**src/rtl/a2g_ctrl_pkg.sv**
```systemverilog
// Shared types and field positions for the a2g control/reset sequencer.
// The CTRL_SYNC_EN build option itself is handled in a2g_ctrl_edge_det.
package a2g_ctrl_pkg;

    typedef enum logic [2:0] {
        ST_RST_ASSERT = 3'd0,
        ST_WAIT_LOCK  = 3'd1,
        ST_READY      = 3'd2,
        ST_FAULT      = 3'd3
    } state_e;

    localparam int CTRL_W      = 3;
    localparam int RST_REQ_BIT = 0;
    localparam int RUN_EN_BIT  = 1;
    localparam int CLR_CNT_BIT = 2;

    localparam int STAT_STATE_LSB   = 0;
    localparam int STAT_LOCKED_BIT  = 3;
    localparam int STAT_TIMEOUT_BIT = 4;
    localparam int STAT_COUNT_LSB   = 16;

    function automatic logic [31:0] pack_status(input state_e     st,
                                                input logic       locked,
                                                input logic       timeout,
                                                input logic [15:0] count);
        logic [31:0] v;
        v = '0;
        v[STAT_STATE_LSB +: 3]   = st;
        v[STAT_LOCKED_BIT]       = locked;
        v[STAT_TIMEOUT_BIT]      = timeout;
        v[STAT_COUNT_LSB +: 16]  = count;
        return v;
    endfunction

endpackage

```
**src/rtl/a2g_ctrl_edge_det.sv**
```systemverilog
// Rising-edge detector for the control bits; history resets to ones so levels held through reset are not edges.
// Build option: CTRL_SYNC_EN inserts a 2-stage input register (reset to ones) ahead of the detector.
module a2g_ctrl_edge_det #(
    parameter int W = 3
) (
    input  logic         i_clk,
    input  logic         i_rst_n,
    input  logic [W-1:0] i_d,
    output logic [W-1:0] o_level,
    output logic [W-1:0] o_rise
);

    logic [W-1:0] w_ctrl_s;
    logic [W-1:0] r_prev;

`ifdef CTRL_SYNC_EN
    logic [W-1:0] r_sync1;
    logic [W-1:0] r_sync2;

    always_ff @(posedge i_clk) begin
        if (!i_rst_n) begin
            r_sync1 <= '1;
            r_sync2 <= '1;
        end else begin
            r_sync1 <= i_d;
            r_sync2 <= r_sync1;
        end
    end

    assign w_ctrl_s = r_sync2;
`else
    assign w_ctrl_s = i_d;
`endif

    always_ff @(posedge i_clk) begin
        if (!i_rst_n) begin
            r_prev <= '1;
        end else begin
            r_prev <= w_ctrl_s;
        end
    end

    assign o_level = w_ctrl_s;
    assign o_rise  = w_ctrl_s & ~r_prev;

endmodule

```
**src/rtl/a2g_ctrl_rst_sequencer.sv**
```systemverilog
// Turns the a2g_ctrl_rst register word into a timed a2g reset, a gated run enable and clear strobes.
// Build option: CTRL_SYNC_EN (see a2g_ctrl_edge_det) delays every ctrl-driven response by 2 cycles.
module a2g_ctrl_rst_sequencer
    import a2g_ctrl_pkg::*;
#(
    parameter int RST_CYCLES   = 16,
    parameter int LOCK_TIMEOUT = 1024,
    parameter int CNT_W        = 16
) (
    input  logic        user_clk,
    input  logic        user_rst_n,
    input  logic [31:0] ctrl_word,
    input  logic        a2g_locked,
    output logic        a2g_rst,
    output logic        a2g_run,
    output logic        cnt_clr,
    output logic [31:0] status_word
);

    localparam int TIMER_MAX = (RST_CYCLES > LOCK_TIMEOUT) ? RST_CYCLES : LOCK_TIMEOUT;
    localparam int TIMER_W   = $clog2(TIMER_MAX);

    logic [CTRL_W-1:0]  w_ctrl_level;
    logic [CTRL_W-1:0]  w_ctrl_rise;
    logic               w_unused_ctrl;

    state_e             r_state;
    state_e             w_state_nxt;
    logic [TIMER_W-1:0] r_timer;
    logic [TIMER_W-1:0] w_timer_nxt;
    logic [CNT_W-1:0]   r_rst_count;
    logic [CNT_W-1:0]   w_rst_count_nxt;
    logic               r_timeout;
    logic               w_timeout_nxt;
    logic               r_lock_sync1;
    logic               r_locked_s;
    logic               r_a2g_rst;
    logic               r_a2g_run;
    logic               r_cnt_clr;
    logic [31:0]        r_status;

    a2g_ctrl_edge_det #(
        .W (CTRL_W)
    ) u_edge_det (
        .i_clk   (user_clk),
        .i_rst_n (user_rst_n),
        .i_d     (ctrl_word[CTRL_W-1:0]),
        .o_level (w_ctrl_level),
        .o_rise  (w_ctrl_rise)
    );

    assign w_unused_ctrl = ^{ctrl_word[31:CTRL_W], w_ctrl_level[RST_REQ_BIT],
                             w_ctrl_level[CLR_CNT_BIT], w_ctrl_rise[RUN_EN_BIT]};

    // Lock handshake: a2g_locked is a level from the datapath; once synchronized it is
    // honoured only in WAIT_LOCK (rise) and READY (fall), and needs no acknowledge.
    always_ff @(posedge user_clk) begin
        if (!user_rst_n) begin
            r_lock_sync1 <= 1'b0;
            r_locked_s   <= 1'b0;
        end else begin
            r_lock_sync1 <= a2g_locked;
            r_locked_s   <= r_lock_sync1;
        end
    end

    always_comb begin
        w_state_nxt     = r_state;
        w_timer_nxt     = r_timer;
        w_rst_count_nxt = r_rst_count;
        w_timeout_nxt   = r_timeout;
        if (w_ctrl_rise[RST_REQ_BIT]) begin
            // A new request restarts the sequence from any state, even mid-reset.
            w_state_nxt   = ST_RST_ASSERT;
            w_timer_nxt   = '0;
            w_timeout_nxt = 1'b0;
            if (r_rst_count != '1) begin
                w_rst_count_nxt = r_rst_count + CNT_W'(1);
            end
        end else begin
            case (r_state)
                ST_RST_ASSERT: begin
                    if (r_timer == TIMER_W'(RST_CYCLES - 1)) begin
                        w_state_nxt = ST_WAIT_LOCK;
                        w_timer_nxt = '0;
                    end else begin
                        w_timer_nxt = r_timer + TIMER_W'(1);
                    end
                end
                ST_WAIT_LOCK: begin
                    if (r_locked_s) begin
                        w_state_nxt = ST_READY;
                        w_timer_nxt = '0;
                    end else if (r_timer == TIMER_W'(LOCK_TIMEOUT - 1)) begin
                        w_state_nxt   = ST_FAULT;
                        w_timer_nxt   = '0;
                        w_timeout_nxt = 1'b1;
                    end else begin
                        w_timer_nxt = r_timer + TIMER_W'(1);
                    end
                end
                ST_READY: begin
                    if (!r_locked_s) begin
                        w_state_nxt = ST_FAULT;
                    end
                end
                ST_FAULT: begin
                    w_state_nxt = ST_FAULT;
                end
                default: begin
                    w_state_nxt = ST_RST_ASSERT;
                    w_timer_nxt = '0;
                end
            endcase
        end
    end

    // Outputs are decoded from the next state so they change on the same edge as the state.
    always_ff @(posedge user_clk) begin
        if (!user_rst_n) begin
            r_state     <= ST_RST_ASSERT;
            r_timer     <= '0;
            r_rst_count <= '0;
            r_timeout   <= 1'b0;
            r_a2g_rst   <= 1'b1;
            r_a2g_run   <= 1'b0;
            r_cnt_clr   <= 1'b0;
            r_status    <= '0;
        end else begin
            r_state     <= w_state_nxt;
            r_timer     <= w_timer_nxt;
            r_rst_count <= w_rst_count_nxt;
            r_timeout   <= w_timeout_nxt;
            r_a2g_rst   <= (w_state_nxt == ST_RST_ASSERT);
            r_a2g_run   <= (w_state_nxt == ST_READY) && w_ctrl_level[RUN_EN_BIT];
            r_cnt_clr   <= w_ctrl_rise[CLR_CNT_BIT];
            r_status    <= pack_status(r_state, r_locked_s, r_timeout, 16'(r_rst_count));
        end
    end

    assign a2g_rst     = r_a2g_rst;
    assign a2g_run     = r_a2g_run;
    assign cnt_clr     = r_cnt_clr;
    assign status_word = r_status;

endmodule

```
**config.mk**
```make
export PLATFORM = sky130hd
export DESIGN_NAME = a2g_ctrl_rst_sequencer
export DESIGN_NICKNAME = d
export VERILOG_FILES = /design/src/rtl/a2g_ctrl_pkg.sv /design/src/rtl/a2g_ctrl_edge_det.sv /design/src/rtl/a2g_ctrl_rst_sequencer.sv
export SDC_FILE = /design/constraint.sdc
export NUM_CORES = 1
export LEC_CHECK = 0
export CAP_MARGIN = 25
export CELL_PAD_IN_SITES_DETAIL_PLACEMENT = 0
export CELL_PAD_IN_SITES_GLOBAL_PLACEMENT = 2
export CORE_ASPECT_RATIO = 1.5
export CORE_MARGIN = 1
export CORE_UTILIZATION = 30
export DETAILED_ROUTE_END_ITERATION = 6
export MAX_ROUTING_LAYER = met4
export PLACE_DENSITY = 0.95
export SYNTH_ARGS = -nofsm -noshare
export SYNTH_HDL_FRONTEND = slang
export SYNTH_SLANG_ARGS = --single-unit
```
**constraint.sdc**
```tcl
create_clock -name user_clk -period 4.65 [get_ports user_clk]
set_input_delay 0.93 -clock user_clk [delete_from_list [all_inputs] [get_ports user_clk]]
set_output_delay 0.93 -clock user_clk [all_outputs]
set_load 0.05 [all_outputs]
```
# Word-level counts from Yosys, hierarchy flattened
# Index checks and enable logic that the tools add are counted.
# W data, S select, Z words.
# classes
n_addsub,2
n_eq_ne,7
mux,10
bitwise,4
reduce_logical,7
# ops
operator,count
$mux W10,3
$pmux W10 S3,1
$add A16 B1 Y16 const B,1
$ne A16 B16 Y1 const B,1
$mux W3,5
$pmux W3 S4,1
$add A10 B1 Y10 const B,1
$eq A10 B10 Y1 const B,1
$eq A10 B4 Y1 const B,1
$eq A3 B2 Y1 const B,3
$logic_not A3 Y1,2
$reduce_or A2 Y1,2
$and A3 B3 Y3,1
$eq A3 B1 Y1 const B,1
$not A3 Y3,1
$reduce_and A3 Y1,1
$not A1 Y1,2
$reduce_and A2 Y1,1
$logic_and A1 B1 Y1,1
# totals
register_bits,70
input_bits,35
out_inout_bits,35
word_cells,42

# Longest topological paths before layout
# Gate-level depths: netlist of the first run.
# depth
word_depth,7
depth_mapped,7
mapped_depth_nobuf,6

# Hierarchy
# From an unflattened synthesis of the first run, not the netlist that was laid out.
# hier_totals
cells_unflattened,260
area_unflattened_um2,2509.9
# modules_own_cells
mod,instances,cells_per_inst,area_each_um2,seq_area_each_um2
a2g_ctrl_rst_sequencer,1,248,2367.3,1121.1
a2g_ctrl_edge_det,1,12,142.6,60.1

# Worst setup path before layout of the first run
# Ideal clock, no wire load.
# synth_timing
path_type,input to register
from,input port ctrl_word[0]
to,register r_rst_count[5]
setup_time_ns,0.121
arrival_time_ns,1.912
required_ns,4.529
slack_ns,2.617
cell_stages,5
path_buffers,0
path_cell_list,and2b_1 -> nand4_1 -> a21oi_1 -> nand3_1 -> mux2_2
# synth_via
elab_chain_cells,2
# synth_lines
item,line,rtl
from (decl),a2g_ctrl_rst_sequencer.sv:12,"input logic [31:0] ctrl_word,"
$and A3 B3 Y3,a2g_ctrl_edge_det.sv:44,assign o_rise = w_ctrl_s & ~r_prev;
$reduce_and A2 Y1 (no line),n/a,
to (signal assigned),a2g_ctrl_rst_sequencer.sv:132,r_rst_count <= w_rst_count_nxt;
to (decl),a2g_ctrl_rst_sequencer.sv:31,logic [CNT_W-1:0] r_rst_count;
# Every way passes these cells.
# A chain may end at the register's enable or synchronous reset.

# Worst setup path after layout of the first run
# Same ends and word-level chain as after synthesis.

==> results by group, run 1 <==
Min path
  • Hold WC Path Type: flip-flop to flip-flop
  • Worst-case hold path end point: cnt_clr
  • Min-Delay Path Depth: 1
  • Hold Startpoint: u_edge_det.r_prev[2]

Placement
  • Pre-CTS WS: 1.75 ns
  • Post-DP HPWL: 2940 um
  • IO Port Bufs: 29
  • Final Wtd Congestion: 0.757

Layout
  • Commonest non-fill, non-tap cell in the layout: dfxtp_1
  • Most frequent cells in the layout: dfxtp_1 (58), and2_1 (29), clkdlybuf4s50_1 (29)
  • Footprint of the multi-input gates: 1070 um2
  • Fill cells: 788
  • Layout cell share with drive strength beyond 1: 0.106
  • Layout area overhead: 23.6%
  • ANT cells: 0
  • Storage element area: 1160 um2
  • Fin nets: 308

Critical path
  • WP buf/inv: 1
  • Crit Path Category: input port to flip-flop
  • R2r startpoint: r_rst_count[0]
  • Worst Setup End Kind: flip-flop
  • Critical Path AT: 2.75 ns
  • Slowest stage cell, crit path: clkdlybuf4s50_1
  • FF-to-FF setup slack: 2.75 ns
  • R2r endpoint: r_rst_count[5]
  • Req. time, crit path: 4.87 ns
  • CP delay by family, top: simple AND/OR/NAND/NOR gates
  • Worst-path cell chain: clkdlybuf4s50_1 > and2b_1 > nand4_1 > a21oi_1 > nand3_1 > mux2_2
  • Worst-path maximum fanout: 6
  • Slowest cell delay on critical path: 0.49 ns
  • Worst R2R Path Depth: 6
  • CP Launch Type: input port

Routing
  • 1st-iter DRT viols: 44
  • Antenna violation net count after detailed routing: 0
  • Routed via count: 1701
  • Via/cell ratio: 4.55
  • Routed wire length per instance: 11.3 um
  • DRC viols: 0
  • Routed wire length: 4230 um
  • DRT Pass-1 Iters: 4

Timing
  • Setup Skew: 0.00754 ns
  • Final min period: 2.54 ns
  • Slew margin rel.: 0.633
  • Count of pins over their slew limit: 0
  • RSZ-0062 raised after global routing: false
  • Final Worst Setup Slack: 2.11 ns
  • Final Hold Fails: 0
  • Worst Tran Pin Value: 0.550 ns
  • Final setup vio count: 0
  • Total negative slack: 0 ns
  • Fin crit share: 0.545
  • Fmax: 0.394 GHz

Synthesis
  • Ys async rst share: 0
  • EDFF count, synth: 0
  • Top_reg_cell synth: dfxtp_1
  • Mapped Cells: 238
  • Mean Syn Cell Area: 9.68 um2
  • Netlist cell types: 48
  • Yosys warns: 0
  • Register bit total from synthesis: 58
  • Syn Std Cell Area: 2300 um2
  • Seq/Total Area, Yosys: 0.504

Floorplanning
  • Rows: 38
  • Initial core utilization: 0.315
  • Die area: 8040 um2
  • Vert. Die Dim: 109 um
  • IO Pins: 70
  • Die Width: 73.6 um
  • Core area: 7320 um2

Clock tree
  • Total CTS buffers: 9
  • Post-CTS sizing: 0
  • Skew-Pair Late Insertion Delay: 0.33 ns
  • CTS clk-pin slew, worst paths: 0.06 ns
  • Clk root buf: clkbuf_8
  • CTS tree: yes
  • CTS H-tree depth: 3
  • Clock Sinks: 58
  • CTS Hold Buffers Added: 0
  • Clock Path Buffers: 2
  • Post-CTS setup buffer count: 0

Global route
  • Largest net degree at the start of global routing: 44
  • Total track usage: 0.119
  • Initial antenna violation count: 0
  • Vias in the first global route: 1603
  • Global-route wire length before repair: 7000 um
  • Total congestion overflow: 0

Power
  • Max VDD drop: 141 uV
  • Power density cells: 352 nW/um2
  • Leakage: 1.10 nW
  • Tot Pwr: 1.00 mW

Job
  • Max Cap Viol: 0

Run status
  • Outcome: complete, no violations
==> Yosys cell counts (2+ instances only) <==
library cell | instances | area share
a21o_1 | 3 | 0.0098
a21oi_1 | 5 | 0.011
a22oi_1 | 2 | 0.0065
a31oi_1 | 3 | 0.0081
and2_1 | 29 | 0.079
and3_1 | 3 | 0.0081
and4_1 | 3 | 0.011
buf_4 | 11 | 0.036
clkbuf_1 | 8 | 0.013
dfxtp_1 | 58 | 0.50
ha_1 | 2 | 0.011
mux2_2 | 4 | 0.020
nand2_1 | 17 | 0.028
nand2b_1 | 3 | 0.0081
nand3_1 | 11 | 0.024
nand3b_1 | 3 | 0.0098
nand4_1 | 4 | 0.011
nor2_1 | 15 | 0.024
nor2b_1 | 6 | 0.016
nor3_1 | 6 | 0.013
nor3_2 | 2 | 0.0087
nor4_1 | 4 | 0.011
o21ai_0 | 2 | 0.0043
or2_2 | 2 | 0.0054
xnor2_1 | 3 | 0.011
xor2_1 | 7 | 0.027
==> cell families after synthesis <==
logic type,count (synthesis),share of synthesized area
other,1,0.00163
muxes,5,0.0239
adders and majority gates,2,0.0109
and+or+nand+nor,116,0.288
xor gates and xnor gates,10,0.0380
DFF,58,0.504
AOI/OAI and AO/OA,26,0.0831
buffers and inverters,20,0.0505
==> area by class of cell <==
class	instances	share of cell area
timing repair buffer	30	0.105
inverter	1	0.00132
sequential	58	0.408
multi-input combinational	171	0.375
clock buffer	11	0.0532
clock inverter	3	0.0141
tap	100	0.0439
==> stage by stage <==
stage | cell area [um2] | hold WS, ns | instances | utilization
CTS | 2850 | 0.392 | 374 | 0.389
global placement | 2660 | 0.374 | 360 | 0.363
finish | 2850 | 0.387 | 374 | 0.389
global route | 2850 | 0.411 | 374 | 0.389
detailed placement | 2660 | 0.385 | 360 | 0.363
floorplan | 2350 | 0.367 | 249 | -
==> how the worst max path moves through the flow <==
stage / depth (start not counted) / end / slack [ns] / start
after global routing: 6 / r_rst_count[5] / 2.02 / ctrl_word[0]
after CTS: 6 / r_rst_count[5] / 2.11 / ctrl_word[0]
after detailed placement: 6 / r_rst_count[5] / 1.75 / ctrl_word[0]
final: 6 / r_rst_count[5] / 2.11 / ctrl_word[0]
after global placement: 6 / r_rst_count[5] / 1.79 / ctrl_word[0]
after floorplan: 5 / r_rst_count[5] / 2.62 / ctrl_word[0]
==> where the power goes <==
| part | switching (mW) | internal (mW) | leakage, nW |
|---|---|---|---|
| Sequential | 0.00346 | 0.502 | 0.469 |
| Clock | 0.180 | 0.269 | 0.101 |
| Combinational | 0.0366 | 0.0126 | 0.533 |
| Total | 0.220 | 0.783 | 1.10 |
==> state kept, by name, summed over array words and instances, names as in the netlist <==
| signal | count |
|---|---|
| status_word | 21 |
| r_rst_count | 16 |
| r_timer | 10 |
| r_state | 3 |
| u_edge_det.r_prev | 2 |
| a2g_rst | 1 |
| a2g_run | 1 |
| cnt_clr | 1 |
| r_lock_sync1 | 1 |
| r_locked_s | 1 |
| r_timeout | 1 |
==> routing by layer <==
layer,share of wire,track usage,up-vias,wire length [um]
met1,0.43,0.126,798,1830
met2,0.51,0.199,37,2150
met3,0.040,0.0412,9,169
met5,0,-,-,0
met4,0.019,0.0536,0,80
li1,-,-,857,-
==> worst register-to-register path, stage by stage (launching register included) <==
cell,delay [ns]
dfxtp_1,0.38
ha_1,0.21
nand2_1,0.08
nor3_2,0.42
a21oi_1,0.23
nand3_1,0.13
mux2_2,0.33
Note: power is estimated with default switching activity, not from simulation.
==> run 2, diff against run 1 <==
--- a/config.mk
+++ b/config.mk
@@ -10,10 +10,10 @@
 export CELL_PAD_IN_SITES_GLOBAL_PLACEMENT = 2
 export CORE_ASPECT_RATIO = 1.5
 export CORE_MARGIN = 1
-export CORE_UTILIZATION = 30
+export CORE_UTILIZATION = 25
 export DETAILED_ROUTE_END_ITERATION = 6
 export MAX_ROUTING_LAYER = met4
-export PLACE_DENSITY = 0.95
+export PLACE_DENSITY = 0.85
 export SYNTH_ARGS = -nofsm -noshare
 export SYNTH_HDL_FRONTEND = slang
 export SYNTH_SLANG_ARGS = --single-unit
==> constraint.sdc (replaced) <==
create_clock -name user_clk -period 2.18 [get_ports user_clk]
set_input_delay 0.436 -clock user_clk [delete_from_list [all_inputs] [get_ports user_clk]]
set_output_delay 0.436 -clock user_clk [all_outputs]
set_load 0.05 [all_outputs]
==> results by group, run 2 (synthesis gave the netlist of run 1 again) <==
Power
  • Power density cells: 822 nW/um2 (+130%)
  • Internal power: 1.92 mW (+150%)
  • Switching fraction of total power: 0.220 (+0.000681)
  • P_sw: 0.541 mW (+150%)
  • Comb pwr share: 0.045 (-0.004)
  • Clock share of power: 0.516 (+0.069)
  • Sequential Power Share: 0.439 (-0.065)
  • Leakage: 1.18 nW (+6.6%)
  • Tot Pwr: 2.46 mW (+150%)
  • Max VDD drop: 433 uV (+210%)

Global route
  • Total track usage: 0.109 (-0.0105)
  • Met2 GRT Util: 0.177 (-0.0217)
  • Total congestion overflow: 0 (unchanged)
  • GR Util met3: 0.0365 (-0.00474)
  • Vias in the first global route: 1608 (+0.31%)
  • Global-route wire length before repair: 7580 um (+8.2%)
  • Most used routing layer: met2
  • Largest net degree at the start of global routing: 27 (-39%)
  • Initial antenna violation count: 0 (unchanged)
  • GR met1 Demand/Resource: 0.116 (-0.00981)

Routing
  • DRC viols: 0 (unchanged)
  • 1st-iter DRT viols: 115 (+160%)
  • Via/cell ratio: 4.38 (-3.8%)
  • Routed wire length: 4530 um (+7.2%)
  • Routed via count: 1715 (+0.82%)
  • Routed wire length per instance: 11.6 um (+2.2%)
  • Antenna violation net count after detailed routing: 0 (unchanged)
  • DRT Pass-1 Iters: 4 (unchanged)

Timing
  • Fmax: 0.533 GHz
  • Final min period: 1.88 ns
  • Fin crit share: 0.860
  • Total negative slack: 0 ns (unchanged)
  • Setup Skew: 0.00713 ns (-0.000410 ns)
  • Final Worst Setup Slack: 0.305 ns (-1.81 ns)
  • Final setup vio count: 0 (unchanged)
  • Count of pins over their slew limit: 0 (unchanged)
  • Slew margin rel.: 0.663 (+0.0307)
  • Final Hold Fails: 0 (unchanged)
  • Worst Tran Pin Value: 0.503 ns (-0.0464 ns)
  • RSZ-0062 raised after global routing: false

Layout
  • Fin nets: 315 (+2.3%)
  • Layout area overhead: 29.9%
  • ANT cells: 0 (unchanged)
  • Largest register FFs: 21 (unchanged)
  • Layout cell share with drive strength beyond 1: 0.128 (+0.0218)
  • Commonest non-fill, non-tap cell in the layout: dfxtp_1
  • Most frequent cells in the layout: dfxtp_1 (58), and2_1 (29), clkdlybuf4s50_1 (29)
  • Fill cells: 898 (+14%)
  • Fin cells: 392 (+4.8%)

Critical path
  • R2r endpoint: a2g_run
  • Crit Path Category: flip-flop to output port
  • FF-to-FF setup slack: 0.37 ns (-2.38 ns)
  • Req. time, crit path: 1.74 ns (-3.13 ns)
  • Critical Path AT: 1.44 ns (-1.31 ns)
  • Slowest cell delay on critical path: 0.80 ns (+0.31 ns)
  • Worst Setup End Kind: output port
  • R2r startpoint: r_timer[0]
  • CP Launch Type: flip-flop
  • Slowest stage cell, crit path: clkdlybuf4s50_1
  • Worst-path maximum fanout: 1 (-5)
  • WP buf/inv: 1 (unchanged)
  • Worst-path cell chain: clkdlybuf4s50_1
  • Worst R2R Path Depth: 6 (unchanged)
  • CP delay by family, top: buffers and inverters

Placement
  • Pre-CTS WS: 0.0926 ns (-1.66 ns)
  • Placed Cells: 377 (+4.7%)
  • Final Wtd Congestion: 0.733 (-3.2%)
  • IO Port Bufs: 29 (unchanged)
  • Post-DP HPWL: 3240 um (+10%)

Clock tree
  • Post-CTS sizing: 0 (unchanged)
  • Clk root buf: clkbuf_16
  • Total CTS buffers: 9 (unchanged)
  • Clock Sinks: 58 (unchanged)
  • CTS Hold Buffers Added: 0 (unchanged)
  • Clock Path Buffers: 2 (unchanged)
  • CTS tree: yes
  • CTS clk-pin slew, worst paths: 0.05 ns (about the same)
  • Post-CTS setup buffer count: 0 (unchanged)
  • Skew-Pair Late Insertion Delay: 0.32 ns (about the same)
  • CTS H-tree depth: 3 (unchanged)

Floorplanning
  • IO Pins: 70 (unchanged)
  • Die Width: 80.4 um (+9.3%)
  • Die area: 9610 um2 (+20%)
  • Rows: 42 (+11%)
  • Initial core utilization: 0.260 (-0.0553)
  • Vert. Die Dim: 120 um (+9.4%)
  • Core area: 8880 um2 (+21%)

Min path
  • Worst-case hold path end point: cnt_clr
  • Hold WC Path Type: flip-flop to flip-flop
  • Min-Delay Path Depth: 1 (unchanged)
  • Hold Startpoint: u_edge_det.r_prev[2]

Job
  • Max Cap Viol: 0 (unchanged)

Run status
  • Outcome: complete, no violations
==> run 2: power groups by stage <==
stage	Clock [mW]	Combinational, mW	Sequential (mW)
after floorplan	0	0.0878	1.11
after global placement	0	0.110	1.10
after detailed placement	0	0.111	1.10
after CTS	1.30	0.111	1.08
after global routing	1.34	0.119	1.08
final	1.27	0.111	1.08
==> run 2: worst max-delay path by stage <==
stage / cells after the start / endpoint / start / slack, ns
after floorplan: 5 / r_timer[4] / r_timer[5] / 0.54
after global placement: 6 / r_rst_count[5] / ctrl_word[0] / 0.11
after detailed placement: 6 / r_rst_count[5] / ctrl_word[0] / 0.09
after CTS: 1 / status_word[20] / status_word[20] / 0.29
after global routing: 6 / r_rst_count[5] / ctrl_word[0] / 0.22
final: 1 / cnt_clr / cnt_clr / 0.30
==> run 2: through the flow <==
| stage | instance area [um2] | hold WS (ns) | utilization |
|---|---|---|---|
| after floorplan | 2350 | 0.367 | - |
| after global placement | 2720 | 0.379 | 0.306 |
| after detailed placement | 2720 | 0.384 | 0.306 |
| after CTS | 2990 | 0.392 | 0.337 |
| after global routing | 2990 | 0.401 | 0.337 |
| final | 2990 | 0.381 | 0.337 |
==> run 2: layer usage <==
layer | wire [um] | vias up | part of all wire
li1 | - | 878 | -
met1 | 1970 | 793 | 0.43
met2 | 2330 | 37 | 0.52
met3 | 165 | 7 | 0.036
met4 | 61 | 0 | 0.013
met5 | 0 | - | 0
==> run 2: layout make-up <==
type                    instances  area (um2)  area share
repair buffers                 37         350       0.117
flip-flops and latches         58        1160       0.388
multi-input cells             171        1070       0.357
clock buffers                  12         256      0.0857
well taps                     110         138      0.0460
inverters                       1        3.75     0.00125
clock inverters                 3        15.0     0.00502
